**config.mk**
```make
export PLATFORM = sky130hd
export DESIGN_NAME = pmt_pulse_qualifier
export DESIGN_NICKNAME = d
export VERILOG_FILES = /design/src/rtl/pmt_pulse_qualifier.sv
export SDC_FILE = /design/constraint.sdc
export NUM_CORES = 1
export LEC_CHECK = 0
export ABC_AREA = 1
export BUFFER_PORTS_ARGS = -buffer_cell sky130_fd_sc_hd__buf_4
export CAP_MARGIN = 20
export CORE_MARGIN = 2
export CORE_UTILIZATION = 49
export CTS_CLUSTER_DIAMETER = 100
export DETAILED_ROUTE_END_ITERATION = 6
export GPL_ROUTABILITY_DRIVEN = 0
export PLACE_DENSITY = 0.71
export SETUP_SLACK_MARGIN = 0.5
export SLEW_MARGIN = 20
export SYNTH_ARGS = -nofsm -noshare
export SYNTH_HDL_FRONTEND = slang
export SYNTH_SLANG_ARGS = --single-unit
```
**constraint.sdc**
```tcl
create_clock -name main_clock -period 3.7 [get_ports main_clock]
set_clock_uncertainty 0.05 [all_clocks]
set_input_delay 0.555 -clock main_clock [delete_from_list [all_inputs] [get_ports main_clock]]
set_output_delay 0.555 -clock main_clock [all_outputs]
set_load 0.03 [all_outputs]
```
**src/rtl/pmt_pulse_qualifier.sv**
```systemverilog
// pmt_pulse_qualifier
//   Brings the asynchronous PMT discriminator output into the main_clock domain.
//   Pulses shorter than MIN_WIDTH samples are rejected as glitches, and rising
//   edges inside a dead time after each accepted pulse are also rejected. Each
//   accepted pulse is tagged with in-phase/quadrature reference bits and produces
//   a single-cycle event strobe for the downstream I/Q counters.
// Ports
//   main_clock, reset      clock and synchronous active-high reset
//   enable                 0 holds the qualifier idle and discards in-flight pulses
//   clear_counts           synchronous clear of the diagnostic counters
//   PMT_in                 raw asynchronous discriminator input
//   ref_flag, ref_timer    modulation phase reference
//   event_valid            1-cycle strobe per accepted pulse
//   event_in_phase/_quadrature  tags, updated on each event and held between events
//   *_count                saturating diagnostic counters
module pmt_pulse_qualifier #(
  parameter int unsigned MIN_WIDTH   = 2,
  parameter int unsigned DEAD_TIME   = 10,
  parameter int unsigned HALF_PERIOD = 250,
  parameter int unsigned COUNT_WIDTH = 32
) (
  input  logic                   main_clock,
  input  logic                   reset,
  input  logic                   enable,
  input  logic                   clear_counts,
  input  logic                   PMT_in,
  input  logic                   ref_flag,
  input  logic [31:0]            ref_timer,
  output logic                   event_valid,
  output logic                   event_in_phase,
  output logic                   event_quadrature,
  output logic [COUNT_WIDTH-1:0] accepted_count,
  output logic [COUNT_WIDTH-1:0] glitch_reject_count,
  output logic [COUNT_WIDTH-1:0] deadtime_reject_count
);

  localparam int unsigned WW = $clog2(MIN_WIDTH + 1);
  localparam int unsigned DW = (DEAD_TIME > 0) ? $clog2(DEAD_TIME + 1) : 1;
  localparam logic [31:0] QuarterPoint = 32'(HALF_PERIOD / 2);

  typedef enum logic [1:0] {StIdle, StQualify, StDead} state_e;

  state_e                 state_q, state_d;
  logic                   s1_q, s2_q, s3_q;
  logic [WW-1:0]          width_cnt_q, width_cnt_d;
  logic [DW-1:0]          dead_cnt_q, dead_cnt_d;
  logic                   pend_i_q, pend_i_d, pend_q_q, pend_q_d;
  logic                   ev_valid_q, ev_valid_d;
  logic                   ev_i_q, ev_i_d, ev_q_q, ev_q_d;
  logic [COUNT_WIDTH-1:0] acc_q, acc_d, glitch_q, glitch_d, dead_rej_q, dead_rej_d;

  logic rise, tag_i, tag_q, emit, glitch_inc, dead_inc;

  function automatic logic [COUNT_WIDTH-1:0] next_count(input logic [COUNT_WIDTH-1:0] cnt,
                                                        input logic inc, input logic clr);
    logic [COUNT_WIDTH-1:0] res;
    res = cnt;
    if (clr) begin
      res = '0;
    end else if (inc && (cnt != '1)) begin
      res = cnt + 1'b1;
    end
    return res;
  endfunction

  assign rise  = s2_q & ~s3_q;
  assign tag_i = ref_flag;
  assign tag_q = ref_flag ? (ref_timer >= QuarterPoint) : (ref_timer < QuarterPoint);

  always_comb begin
    state_d     = state_q;
    width_cnt_d = width_cnt_q;
    dead_cnt_d  = dead_cnt_q;
    pend_i_d    = pend_i_q;
    pend_q_d    = pend_q_q;
    ev_valid_d  = 1'b0;
    ev_i_d      = ev_i_q;
    ev_q_d      = ev_q_q;
    emit        = 1'b0;
    glitch_inc  = 1'b0;
    dead_inc    = 1'b0;

    if (!enable) begin
      // Disabled: drop any pulse in flight without counting it.
      state_d = StIdle;
    end else begin
      unique case (state_q)
        StIdle: begin
          if (rise) begin
            pend_i_d    = tag_i;
            pend_q_d    = tag_q;
            width_cnt_d = WW'(1);
            if (MIN_WIDTH == 1) begin
              emit   = 1'b1;
              ev_i_d = tag_i;
              ev_q_d = tag_q;
            end else begin
              state_d = StQualify;
            end
          end
        end
        StQualify: begin
          if (s2_q) begin
            // Reaching MIN_WIDTH-1 here means this sample is the MIN_WIDTH-th high one.
            if (width_cnt_q == WW'(MIN_WIDTH - 1)) begin
              emit   = 1'b1;
              ev_i_d = pend_i_q;
              ev_q_d = pend_q_q;
            end else begin
              width_cnt_d = width_cnt_q + 1'b1;
            end
          end else begin
            glitch_inc = 1'b1;
            state_d    = StIdle;
          end
        end
        StDead: begin
          if (rise) begin
            dead_inc = 1'b1;
          end
          if (dead_cnt_q == '0) begin
            state_d = StIdle;
          end else begin
            dead_cnt_d = dead_cnt_q - 1'b1;
          end
        end
        default: state_d = StIdle;
      endcase

      if (emit) begin
        ev_valid_d = 1'b1;
        if (DEAD_TIME == 0) begin
          state_d = StIdle;
        end else begin
          state_d    = StDead;
          dead_cnt_d = DW'(DEAD_TIME);
        end
      end
    end

    acc_d      = next_count(acc_q, emit, clear_counts);
    glitch_d   = next_count(glitch_q, glitch_inc, clear_counts);
    dead_rej_d = next_count(dead_rej_q, dead_inc, clear_counts);
  end

  always_ff @(posedge main_clock) begin
    if (reset) begin
      // Sync chain resets high so a level held through reset is not seen as an edge.
      s1_q        <= 1'b1;
      s2_q        <= 1'b1;
      s3_q        <= 1'b1;
      state_q     <= StIdle;
      width_cnt_q <= '0;
      dead_cnt_q  <= '0;
      pend_i_q    <= 1'b0;
      pend_q_q    <= 1'b0;
      ev_valid_q  <= 1'b0;
      ev_i_q      <= 1'b0;
      ev_q_q      <= 1'b0;
      acc_q       <= '0;
      glitch_q    <= '0;
      dead_rej_q  <= '0;
    end else begin
      s1_q        <= PMT_in;
      s2_q        <= s1_q;
      s3_q        <= s2_q;
      state_q     <= state_d;
      width_cnt_q <= width_cnt_d;
      dead_cnt_q  <= dead_cnt_d;
      pend_i_q    <= pend_i_d;
      pend_q_q    <= pend_q_d;
      ev_valid_q  <= ev_valid_d;
      ev_i_q      <= ev_i_d;
      ev_q_q      <= ev_q_d;
      acc_q       <= acc_d;
      glitch_q    <= glitch_d;
      dead_rej_q  <= dead_rej_d;
    end
  end

  assign event_valid           = ev_valid_q;
  assign event_in_phase        = ev_i_q;
  assign event_quadrature      = ev_q_q;
  assign accepted_count        = acc_q;
  assign glitch_reject_count   = glitch_q;
  assign deadtime_reject_count = dead_rej_q;

endmodule

```
==> flow_metrics.env <==
export IMPL_status="finished clean"
export IMPL_nNetsFinal=1341
export IMPL_setup_viol=0
export IMPL_syn_nets=1215
export IMPL_grt_pass1_vias=6559
export IMPL_cp_max_fo=30
export IMPL_tightest_slew_ps=815.7
export IMPL_dpl_hpwl_mm=13.67
export IMPL_diodes=0
export IMPL_place_area_sq_um=8162
export IMPL_relSlewSlack=0.4554
export IMPL_max_cap_violations=0
export IMPL_grt_pass1_wl_mm=30.39
export IMPL_coreArea_sq_um=13990
export IMPL_die_w_um=124.0
export IMPL_endpoint="glitch_reject_count[12]$_SDFFE_PP0P_"
export IMPL_avgSynthCellArea_sq_um=6.027
export IMPL_grt_ovfl_total=0
export IMPL_post_layout_nonfiller_instances=1481
export IMPL_p_sw_mw=0.4957
export IMPL_synthTopCellsByArea="dfxtp_1 (32%), nand2_1 (24%), nor2_1 (11%), a21oi_1 (5.2%), inv_1 (4.7%)"
export IMPL_fin_crit_sh=0.6062
export IMPL_numClockSinks=112
export IMPL_sw_frac_of_total=0.2225
export IMPL_insertion_delay_ps=360
export IMPL_endpoint_kind="flip-flop"
export IMPL_cts_resized=0
export IMPL_timing_setup_tns_ps=0
export IMPL_fin_area_sq_um=8442
export IMPL_first_pass_iters=5
export IMPL_antenna_found_initial=0
export IMPL_power_density_nw_per_um2=263.9
export IMPL_combinationalPowerShare=0.032
export IMPL_yosysWarnings=0
export IMPL_seqPwrFrac=0.542
export IMPL_vdd_drop_max_v=0.0002373
export IMPL_drive_gt1_frac=0.1553
export IMPL_hold_depth=2
export IMPL_clk_pin_slew_ps=70
export IMPL_wire_per_inst_um=12.48
export IMPL_yosysTopAreaCell="dfxtp_1"
export IMPL_crit_path_start="glitch_reject_count[1]$_SDFFE_PP0P_"
export IMPL_p_leak_nw=3.154
export IMPL_cts_buffers=9
export IMPL_hold_path_class="input pin to flip-flop"
export IMPL_cts_root_buf="clkbuf_16"
export IMPL_finalHoldViolations=0
export IMPL_arrival_ps=2430
export IMPL_p_clk_frac=0.426
export IMPL_fp_dieH_um=124.0
export IMPL_postCtsHoldBufs=0
export IMPL_ant_nets=0
export IMPL_netlist_instances=1171
export IMPL_start_util=0.5046
export IMPL_rr_startpoint="glitch_reject_count[1]$_SDFFE_PP0P_"
export IMPL_intPower_mw=1.732
export IMPL_yosysSeqAreaShare=0.3177
export IMPL_reg2reg_to="glitch_reject_count[12]$_SDFFE_PP0P_"
export IMPL_viasPerCell=5.009
export IMPL_placementRows=43
export IMPL_path_class="flip-flop to flip-flop"
export IMPL_rsz0062_at_grt="false"
export IMPL_remaining_drc_errors=0
export IMPL_post_route_util=0.6035
export IMPL_synth_top_area_frac=0.3177
export IMPL_grt_usage=0.2460
export IMPL_wl_mm=18.48
export IMPL_io_buffer_count=136
export IMPL_cts_tree="done"
export IMPL_cp_start_kind="flip-flop"
export IMPL_first_iter_violations=461
export IMPL_syn_area_sq_um=7058
export IMPL_grt_max_degree=43
export IMPL_synth_seq_cells=112
export IMPL_place_inst=1466
export IMPL_dieArea_sq_um=15380
export IMPL_htree_levels=3
export IMPL_synth_cell_types=35
export IMPL_worst_r2r_setup_slack_ps=1460
export IMPL_slew_viol_final=0
export IMPL_clk_path_buf_depth=2
export IMPL_reg2regPathDepth=10
export IMPL_min_period_ps=2243
export IMPL_worstPathRequired_ps=3880
export IMPL_syn_to_final_growth_pct=19.61
export IMPL_vias=7418
export IMPL_total_power_mw=2.228
export IMPL_fmax_ghz=0.4458
export IMPL_boundaryPins=137
export IMPL_cts_setup_buffers=0
per-stage QoR:
stage          setup slack, ps  hold WS (ps)
2_1_floorplan             1648         339.5
3_3_place_gp              1433         354.4
3_5_place_dp              1361         348.5
4_1_cts                   1408         317.4
5_1_grt                   1204         337.3
6_report                  1457         327.7
kinds of logic after synthesis:
logic type	Yosys count	share of synthesized area
simple gates	792	0.4689
fa+ha+maj	6	0.01064
flops	112	0.3177
buf+inv	119	0.07463
compound gates	102	0.07853
xor+xnor	40	0.04964
layout make-up:
cell class | count | area, sq um
tap | 180 | 225.2
inverter | 95 | 359.1
timing repair buffer | 139 | 1044
clock inverter | 4 | 27.53
multi-input combinational | 940 | 4292
fill | 1440 | 5547
clock buffer | 11 | 252.7
sequential | 112 | 2242
registers in the layout, indices dropped and copies added, names as in the netlist, 2 cells and up:
| register | count |
|---|---|
| accepted_count | 32 |
| deadtime_reject_count | 32 |
| glitch_reject_count | 32 |
| dead_cnt_q | 4 |
| state_q | 2 |
| width_cnt_q | 2 |
cells in the final DEF, fill, tap and decap left out, types with 10 or more instances in the layout:
master	synthesis	routed
nand4_1	14	14
inv_1	89	88
nor2_1	216	215
buf_4	2	139
xnor2_1	12	12
dfxtp_1	112	112
xor2_1	28	28
a21oi_2	10	10
nand2_1	457	457
o21ai_0	15	15
nand3_1	60	60
a21oi_1	74	74
cells in the mapped netlist:
| master | number |
|---|---|
| nor2_4 | 8 |
| buf_8 | 1 |
| o21bai_1 | 1 |
| buf_6 | 5 |
| inv_4 | 1 |
| inv_1 | 89 |
| o21ai_0 | 15 |
| nor2_8 | 1 |
| nor3_4 | 1 |
| xnor2_1 | 12 |
| dfxtp_1 | 112 |
| nand3b_1 | 4 |
| a21oi_2 | 10 |
| buf_12 | 1 |
| a31oi_1 | 1 |
| nand3_1 | 60 |
| nand2_1 | 457 |
| a211oi_1 | 1 |
| nand2_8 | 2 |
| nor3_1 | 8 |
| ha_1 | 6 |
| clkbuf_1 | 11 |
| nand2_2 | 9 |
| inv_2 | 5 |
| nand4_1 | 14 |
| and2_1 | 1 |
| or2_2 | 2 |
| buf_2 | 4 |
| buf_4 | 2 |
| nor2_2 | 2 |
| nand2_4 | 5 |
| nor3b_1 | 2 |
| nor2_1 | 216 |
| xor2_1 | 28 |
| a21oi_1 | 74 |
worst min path at each step:
stage	start	endpoint	slack (ps)
3_5_place_dp	s1_q$_SDFF_PP1_	s2_q$_SDFF_PP1_	350
2_1_floorplan	s1_q$_SDFF_PP1_	s2_q$_SDFF_PP1_	340
5_1_grt	PMT_in	s1_q$_SDFF_PP1_	340
6_report	PMT_in	s1_q$_SDFF_PP1_	330
4_1_cts	PMT_in	s1_q$_SDFF_PP1_	320
3_3_place_gp	s1_q$_SDFF_PP1_	s2_q$_SDFF_PP1_	350
metal layers:
layer / track usage / share of wire
met3: 0.05266 / 0.057
met1: 0.3237 / 0.46
met4: 0.07303 / 0.019
met2: 0.4052 / 0.46
met5: 0 / 0
critical path, stage by stage, from the launching register on:
cell	delay, ps
dfxtp_1	400
ha_1	260
inv_1	110
nor2_4	190
nand2_4	100
nor2_8	150
nand2_4	80
nand2_4	280
inv_2	280
nand2_1	140
a21oi_1	80
power groups by stage:
| stage | sequential, mW | combinational, mW | clock [mW] |
|---|---|---|---|
| 2_1_floorplan | 1.24 | 0.0319 | 0 |
| 3_3_place_gp | 1.24 | 0.0716 | 0 |
| 3_5_place_dp | 1.24 | 0.0729 | 0 |
| 4_1_cts | 1.21 | 0.0732 | 0.975 |
| 5_1_grt | 1.21 | 0.0805 | 1.01 |
| 6_report | 1.21 | 0.0716 | 0.949 |
Power figures use the tool's default switching activity.
